File: config.mk
export PLATFORM = sky130hd
export DESIGN_NAME = otp_ctrl_fsm
export DESIGN_NICKNAME = d
export VERILOG_FILES = /design/src/rtl/otp_pkg.sv /design/src/rtl/otp_line_decode.sv /design/src/rtl/otp_ctrl_fsm.sv
export SDC_FILE = /design/constraint.sdc
export NUM_CORES = 1
export LEC_CHECK = 0
export ABC_AREA = 1
export CAP_MARGIN = 20
export CORE_MARGIN = 5
export CORE_UTILIZATION = 49
export DETAILED_ROUTE_END_ITERATION = 6
export PLACE_DENSITY = 0.78
export SYNTH_ARGS = -nofsm -noshare
export SYNTH_HDL_FRONTEND = slang
export SYNTH_HIERARCHICAL = 1
export SYNTH_SLANG_ARGS = --single-unit
File: constraint.sdc
create_clock -name clk -period 1.9 [get_ports clk]
set_input_delay 0.285 -clock clk [delete_from_list [all_inputs] [get_ports clk]]
set_output_delay 0.285 -clock clk [all_outputs]
set_load 0.01 [all_outputs]
File: src/rtl/otp_pkg.sv
// Shared types and constants for the OTP antifuse array controller:
// FSM state encoding, host mode encodings and default timing constants.
package otp_pkg;

    typedef enum logic [3:0] {
        IDLE,
        PRG_SETUP,
        PRG_PULSE,
        PRG_VERIFY,
        PRG_NEXT,
        RD_SETUP,
        RD_SENSE,
        RD_NEXT,
        DONE
    } otp_state_t;

    localparam logic [1:0] MODE_IDLE = 2'd0;
    localparam logic [1:0] MODE_PRG  = 2'd1;
    localparam logic [1:0] MODE_READ = 2'd2;

    localparam int DEF_PULSE_CYCLES = 4;
    localparam int DEF_SENSE_CYCLES = 2;
    localparam int DEF_MAX_RETRY    = 3;

endpackage

File: src/rtl/otp_line_decode.sv
// One-hot decoder from {state, row index, column} to the array drive lines.
// Program lines and sense lines are asserted in disjoint states only.
module otp_line_decode
    import otp_pkg::*;
#(
    parameter int A          = 2,
    parameter int B          = 2,
    parameter int BIT_W      = 1,
    parameter int ADDR_WIDTH = 1
) (
    input  otp_state_t            i_state,
    input  logic [BIT_W-1:0]      i_bit,
    input  logic [ADDR_WIDTH-1:0] i_col,
    output logic [2*B-1:0]        o_pl,
    output logic [B-1:0]          o_bl,
    output logic [A-1:0]          o_wln,
    output logic [A-1:0]          o_wlp
);

    logic [B-1:0] w_colHot;
    logic [A-1:0] w_rowHot;

    always_comb begin
        w_colHot = '0;
        w_rowHot = '0;
        for (int c = 0; c < B; c++) begin
            w_colHot[c] = (int'(i_col) == c);
        end
        for (int r = 0; r < A; r++) begin
            w_rowHot[r] = (int'(i_bit) == r);
        end
    end

    // Each column owns a gate-enable / high-voltage-enable pair of program lines
    always_comb begin
        o_pl  = '0;
        o_bl  = '0;
        o_wln = '0;
        o_wlp = '0;
        case (i_state)
            PRG_PULSE: begin
                o_wlp = w_rowHot;
                for (int c = 0; c < B; c++) begin
                    o_pl[2*c +: 2] = {2{w_colHot[c]}};
                end
            end
            PRG_VERIFY, RD_SENSE: begin
                o_wln = w_rowHot;
                o_bl  = w_colHot;
            end
            default: ;
        endcase
    end

endmodule

File: src/rtl/otp_ctrl_fsm.sv
// Program/verify/read sequencer for an A-row x B-column antifuse OTP array.
// All drive lines are registered copies of the decoded current state.
module otp_ctrl_fsm
    import otp_pkg::*;
#(
    parameter int   A            = 2,
    parameter int   B            = 2,
    parameter int   PULSE_CYCLES = DEF_PULSE_CYCLES,
    parameter int   SENSE_CYCLES = DEF_SENSE_CYCLES,
    parameter int   MAX_RETRY    = DEF_MAX_RETRY,
    localparam int  ADDR_WIDTH   = (B > 1) ? $clog2(B) : 1
) (
    input  logic                  clk,
    input  logic                  reset,
    input  logic [1:0]            mode,
    input  logic [ADDR_WIDTH-1:0] column,
    input  logic [A-1:0]          data_in,
    input  logic                  writing_successful,
    output logic [2*B-1:0]        PL,
    output logic [B-1:0]          BL,
    output logic [A-1:0]          WLN,
    output logic [A-1:0]          WLP,
    output logic                  read_active,
    output logic [A-1:0]          data_out
);

    localparam int BIT_W   = (A > 1) ? $clog2(A) : 1;
    localparam int CNT_MAX = (PULSE_CYCLES > SENSE_CYCLES) ? PULSE_CYCLES : SENSE_CYCLES;
    localparam int CNT_W   = $clog2(CNT_MAX + 1);
    localparam int RETRY_W = (MAX_RETRY > 0) ? $clog2(MAX_RETRY + 1) : 1;

    localparam logic [CNT_W-1:0]   PULSE_LAST = CNT_W'(PULSE_CYCLES - 1);
    localparam logic [CNT_W-1:0]   SENSE_LAST = CNT_W'(SENSE_CYCLES - 1);
    localparam logic [BIT_W-1:0]   BIT_LAST   = BIT_W'(A - 1);
    localparam logic [RETRY_W-1:0] RETRY_LIM  = RETRY_W'(MAX_RETRY);

    otp_state_t            r_state, w_next;
    logic [CNT_W-1:0]      r_cnt;
    logic [BIT_W-1:0]      r_bit;
    logic [RETRY_W-1:0]    r_retry;
    logic [ADDR_WIDTH-1:0] r_col;
    logic [A-1:0]          r_data;
    logic [1:0]            r_startMode;
    logic [2*B-1:0]        r_pl;
    logic [B-1:0]          r_bl;
    logic [A-1:0]          r_wln, r_wlp, r_dataOut;
    logic                  r_readActive;

    logic [1:0]            w_mode;
    logic                  w_abort;
    logic [2*B-1:0]        w_pl;
    logic [B-1:0]          w_bl;
    logic [A-1:0]          w_wln, w_wlp;

    otp_line_decode #(
        .A          (A),
        .B          (B),
        .BIT_W      (BIT_W),
        .ADDR_WIDTH (ADDR_WIDTH)
    ) u_decode (
        .i_state (r_state),
        .i_bit   (r_bit),
        .i_col   (r_col),
        .o_pl    (w_pl),
        .o_bl    (w_bl),
        .o_wln   (w_wln),
        .o_wlp   (w_wlp)
    );

    always_ff @(posedge clk) begin
        if (reset) r_state <= IDLE;
        else       r_state <= w_next;
    end

    // Reserved mode 3 behaves like idle; idle during an active state aborts
    always_comb begin
        w_mode  = (mode == MODE_PRG || mode == MODE_READ) ? mode : MODE_IDLE;
        w_abort = (r_state != IDLE) && (r_state != DONE) && (w_mode == MODE_IDLE);
        w_next  = r_state;
        case (r_state)
            IDLE: begin
                if (w_mode == MODE_PRG)       w_next = PRG_SETUP;
                else if (w_mode == MODE_READ) w_next = RD_SETUP;
            end
            PRG_SETUP:  w_next = r_data[r_bit] ? PRG_PULSE : PRG_NEXT;
            PRG_PULSE:  if (r_cnt == PULSE_LAST) w_next = PRG_VERIFY;
            PRG_VERIFY: begin
                if (r_cnt == SENSE_LAST)
                    w_next = (!writing_successful && r_retry < RETRY_LIM) ? PRG_PULSE : PRG_NEXT;
            end
            PRG_NEXT:   w_next = (r_bit == BIT_LAST) ? DONE : PRG_SETUP;
            RD_SETUP:   w_next = RD_SENSE;
            RD_SENSE:   if (r_cnt == SENSE_LAST) w_next = RD_NEXT;
            RD_NEXT:    w_next = (r_bit == BIT_LAST) ? DONE : RD_SETUP;
            DONE:       if (mode != r_startMode) w_next = IDLE;
            default:    w_next = IDLE;
        endcase
        if (w_abort) w_next = IDLE;
    end

    // Operands are captured continuously while idle so they freeze on entry
    always_ff @(posedge clk) begin
        if (reset) begin
            r_cnt        <= '0;
            r_bit        <= '0;
            r_retry      <= '0;
            r_col        <= '0;
            r_data       <= '0;
            r_startMode  <= MODE_IDLE;
            r_pl         <= '0;
            r_bl         <= '0;
            r_wln        <= '0;
            r_wlp        <= '0;
            r_readActive <= 1'b0;
            r_dataOut    <= '0;
        end else begin
            r_cnt <= (w_next != r_state || r_state == IDLE || r_state == DONE) ? '0 : r_cnt + 1'b1;
            if (r_state == IDLE) begin
                r_col       <= column;
                r_data      <= data_in;
                r_bit       <= '0;
                r_retry     <= '0;
                r_startMode <= w_mode;
            end
            if (r_state == PRG_VERIFY && w_next == PRG_PULSE) r_retry <= r_retry + 1'b1;
            if ((r_state == PRG_NEXT && w_next == PRG_SETUP) ||
                (r_state == RD_NEXT && w_next == RD_SETUP)) begin
                r_bit   <= r_bit + 1'b1;
                r_retry <= '0;
            end
            if (r_state == RD_SENSE && w_next == RD_NEXT) r_dataOut[r_bit] <= writing_successful;
            r_pl         <= w_abort ? '0 : w_pl;
            r_bl         <= w_abort ? '0 : w_bl;
            r_wln        <= w_abort ? '0 : w_wln;
            r_wlp        <= w_abort ? '0 : w_wlp;
            r_readActive <= !w_abort && (r_state == RD_SETUP || r_state == RD_SENSE || r_state == RD_NEXT);
        end
    end

    assign PL          = r_pl;
    assign BL          = r_bl;
    assign WLN         = r_wln;
    assign WLP         = r_wlp;
    assign read_active = r_readActive;
    assign data_out    = r_dataOut;

endmodule

==> results by group <==
Routing
  • DRC violations left: 0
  • Drt via density: 4.74
  • WL final: about 3200 um
  • Number of antenna-violating nets in the routed design: 0
  • Routed len/inst: 10.8 um
  • Starting DRC count in detailed routing: 104
  • First drt pass iteration count: 4
  • Routed vias: 1,428

Critical path
  • Critical Path Source: r_state[0]
  • Worst path bufs/invs: 0
  • Number of cells on the critical path: 9
  • Origin of the critical flop-to-flop path: r_state[0]
  • Crit-path max FO: 10
  • Critical path launch point type: register
  • Worst EP required: 2190 ps
  • Crit. End Element: register
  • Reg2reg end: data_out[0]
  • Cell Chain, Critical Path: nor2_2 > nand2_1 > nand2_2 > nand2_1 > nor2_1 > nand3_1 > nand2_1 > nand2_1 > nor2_1
  • Crit-path leading delay family: simple AND/OR/NAND/NOR gates
  • CP max stage delay: roughly 380 ps
  • Reg2reg setup slack: 150 ps
  • Worst reg-to-reg path cell count: 9
  • Worst setup path category: reg2reg
  • Critical path arrival: 2040 ps
  • Most used cell, CP: nand2_1
  • CP max-delay cell: dfxtp_2
  • Critical Path Sink: data_out[0]

STA
  • Rel. slew slack: between 70% and 80%
  • Final Max Slew Viols: 0
  • Fmax: 0.571 GHz
  • Final Setup Violations: 0
  • Setup WS post-layout: 150 ps
  • Clk_skew: between 2 and 2.5 ps
  • WHS: 469 ps
  • Minimum clock period: roughly 1800 ps
  • Period utilization: 92.1%
  • Final Hold Viols: 0
  • Worst Tran Pin Value: around 310 ps

Synth
  • Post-Syn Nets: about 250
  • Number of flops mapped to enable cells by yosys: 0
  • Distinct cells, synth: 22
  • Main synth FF type: dfxtp_1
  • Most frequent cell after synthesis: nand2_1
  • Synthesized cell area: 1520 um^2
  • Post-synth ARST share: 0%
  • Register area share after synthesis: between 30% and 40%
  • Yosys top cell by area: dfxtp_1
  • Syn_area_per_cell: around 6.5 um^2
  • Ys Warns: 6
  • Most frequent cells after synthesis: nand2_1 (54), nor2_1 (53), inv_1 (39)
  • Cells after synthesis: 234
  • Flops & latches, synth: 28
  • Synth area leaders: dfxtp_1 (37%), nand2_1 (13%), nor2_1 (13%), inv_1 (9.6%), ha_1 (4.9%)
  • Share of the synthesized area in the top cell type: 36.9%

Layout
  • Area delta synth->final: 25.0%
  • Share of layout cells above drive strength 1: 14.6%
  • N_diodes: 0
  • Layout Nets: 283
  • Post-route design area: 1900 um^2

Run
  • Max-Cap Viols: 0

GRT
  • GRT Total Usage: 17.3%
  • Number of global-route vias before repair: about 1,400
  • Largest net degree at the start of global routing: 17
  • Global-route wire length before repair: around 5800 um
  • GRT Residual Overflow: 0
  • Initial antenna violation count: 0

Floorplanning
  • Full die area: 4320 um^2
  • Core Area: approximately 3000 um^2
  • Die Wd: 65.7 um
  • Initial Util: roughly 51%
  • Std-Cell Rows: 20
  • Top Ports: 21
  • Die Y: 65.7 um

CTS
  • CTS Hold Bufs: 0
  • Root Driver: clkbuf_4
  • Latest clock arrival within the worst-skew pair: 340 ps
  • H-tree depth: 1
  • Worst-path clk slew: approximately 150 ps
  • CTS tree: built
  • Num CTS Buffers: 3
  • Max clock buf depth: 2
  • Clock Sinks: 28

Placement
  • Port Buffers: 20
  • Global placer's final weighted congestion: 0.976
  • HPWL after DPL: approximately 2400 um
  • DP Area: ~1800 um^2
  • Setup WS pre-CTS: -176 ps

Pwr
  • Power Density: 1270 nW/um^2
  • Worst IR drop on VDD: 700 uV
  • Pleak: 0.000889 uW

Outcome
  • Outcome: completed

Worst hold path
  • Hold Crit Class: reg2reg
-- per-stage QoR --
step	total power (uW)	utilization, %	TNS [ps]	cells
3_3_place_gp	2000	61.2	-728	296
6_report	2420	63.3	0	301
3_5_place_dp	2000	61.2	-1120	296
5_1_grt	2650	63.3	-57.5	301
2_1_floorplan	1650	-	0	234
4_1_cts	2400	62.9	0	300
-- layout by cell type, fill, tap and decap left out --
cell / netlist / layout
buf_4: 2 / 14
inv_1: 39 / 39
nor2_2: 2 / 2
a21boi_2: 1 / 1
dfxtp_2: 0 / 3
nor2_4: 3 / 3
dfxtp_1: 28 / 25
nand2_1: 54 / 54
nand3_1: 14 / 14
bufinv_16: 0 / 1
a21oi_2: 1 / 1
nor2_1: 53 / 53
nand2_4: 1 / 1
clkdlybuf4s50_1: 0 / 20
clkbuf_4: 0 / 3
inv_2: 4 / 4
nor3_1: 3 / 3
nand4_1: 4 / 4
nand3_2: 3 / 3
xnor2_1: 2 / 2
ha_1: 6 / 6
a21oi_1: 5 / 5
o21ai_0: 4 / 4
nand2_2: 3 / 3
-- registers in the layout, summed over array words and instances (netlist names), 2 cells and up --
register     count
r_cnt            3
WLP              2
PL               4
r_state          4
r_startMode      2
r_retry          2
data_out         2
r_data           2
BL               2
WLN              2
-- power by group --
part / internal (uW) / total, uW / leakage (uW) / switching (uW)
Sequential: 690 / 788 / 0.000229 / 97.7
Clock: 214 / 398 / 0.0000279 / 185
Combinational: 467 / 1240 / 0.000632 / 768
-- worst min path at each step --
stage / cells past startpoint / slack [ps] / to / from
after floorplan: 2 / 420 / data_out[0] / writing_successful
after global placement: 1 / 440 / r_cnt[0] / r_cnt[0]
after detailed placement: 1 / 450 / r_cnt[0] / r_cnt[0]
after CTS: 1 / 480 / r_cnt[0] / r_cnt[0]
after global routing: 1 / 510 / r_cnt[0] / r_cnt[0]
final: 1 / 470 / r_cnt[0] / r_cnt[0]
-- routing by layer --
layer | up-vias | routed length [um] | global-route usage (%)
met5 | - | 0 | 0
met4 | 0 | 72 | 8.03
met3 | 7 | 166 | 3.08
met2 | 35 | 1490 | 28.7
met1 | 612 | 1510 | 21.5
li1 | 774 | - | -
-- area by class of cell --
class | instances | area (um^2)
Multi-Input combinational cell | 159 | 776
Inverter | 43 | 161
Sequential cell | 28 | 564
Fill cell | 301 | 1100
Tap cell | 33 | 41.3
Clock buffer | 3 | 22.5
Clock inverter | 1 | 30.0
Timing Repair Buffer | 34 | 305
-- cell families (layout without fill, tap and decap cells) --
logic type,Yosys count,in the layout,share of synthesized area (%)
buffers and inverters,47,81,12.1
AND/OR/NAND/NOR,140,140,40.7
XOR/XNOR,2,2,1.15
adder cells (fa/ha/maj),6,6,4.94
AO/OA/AOI/OAI,11,11,4.28
flip-flops,28,28,36.9
-- timing repair --
action                     CTS  global route
gates resized for setup      0             3
setup buffers                0             1
setup endpoints to repair    0             5
Power figures use the tool's default switching activity.
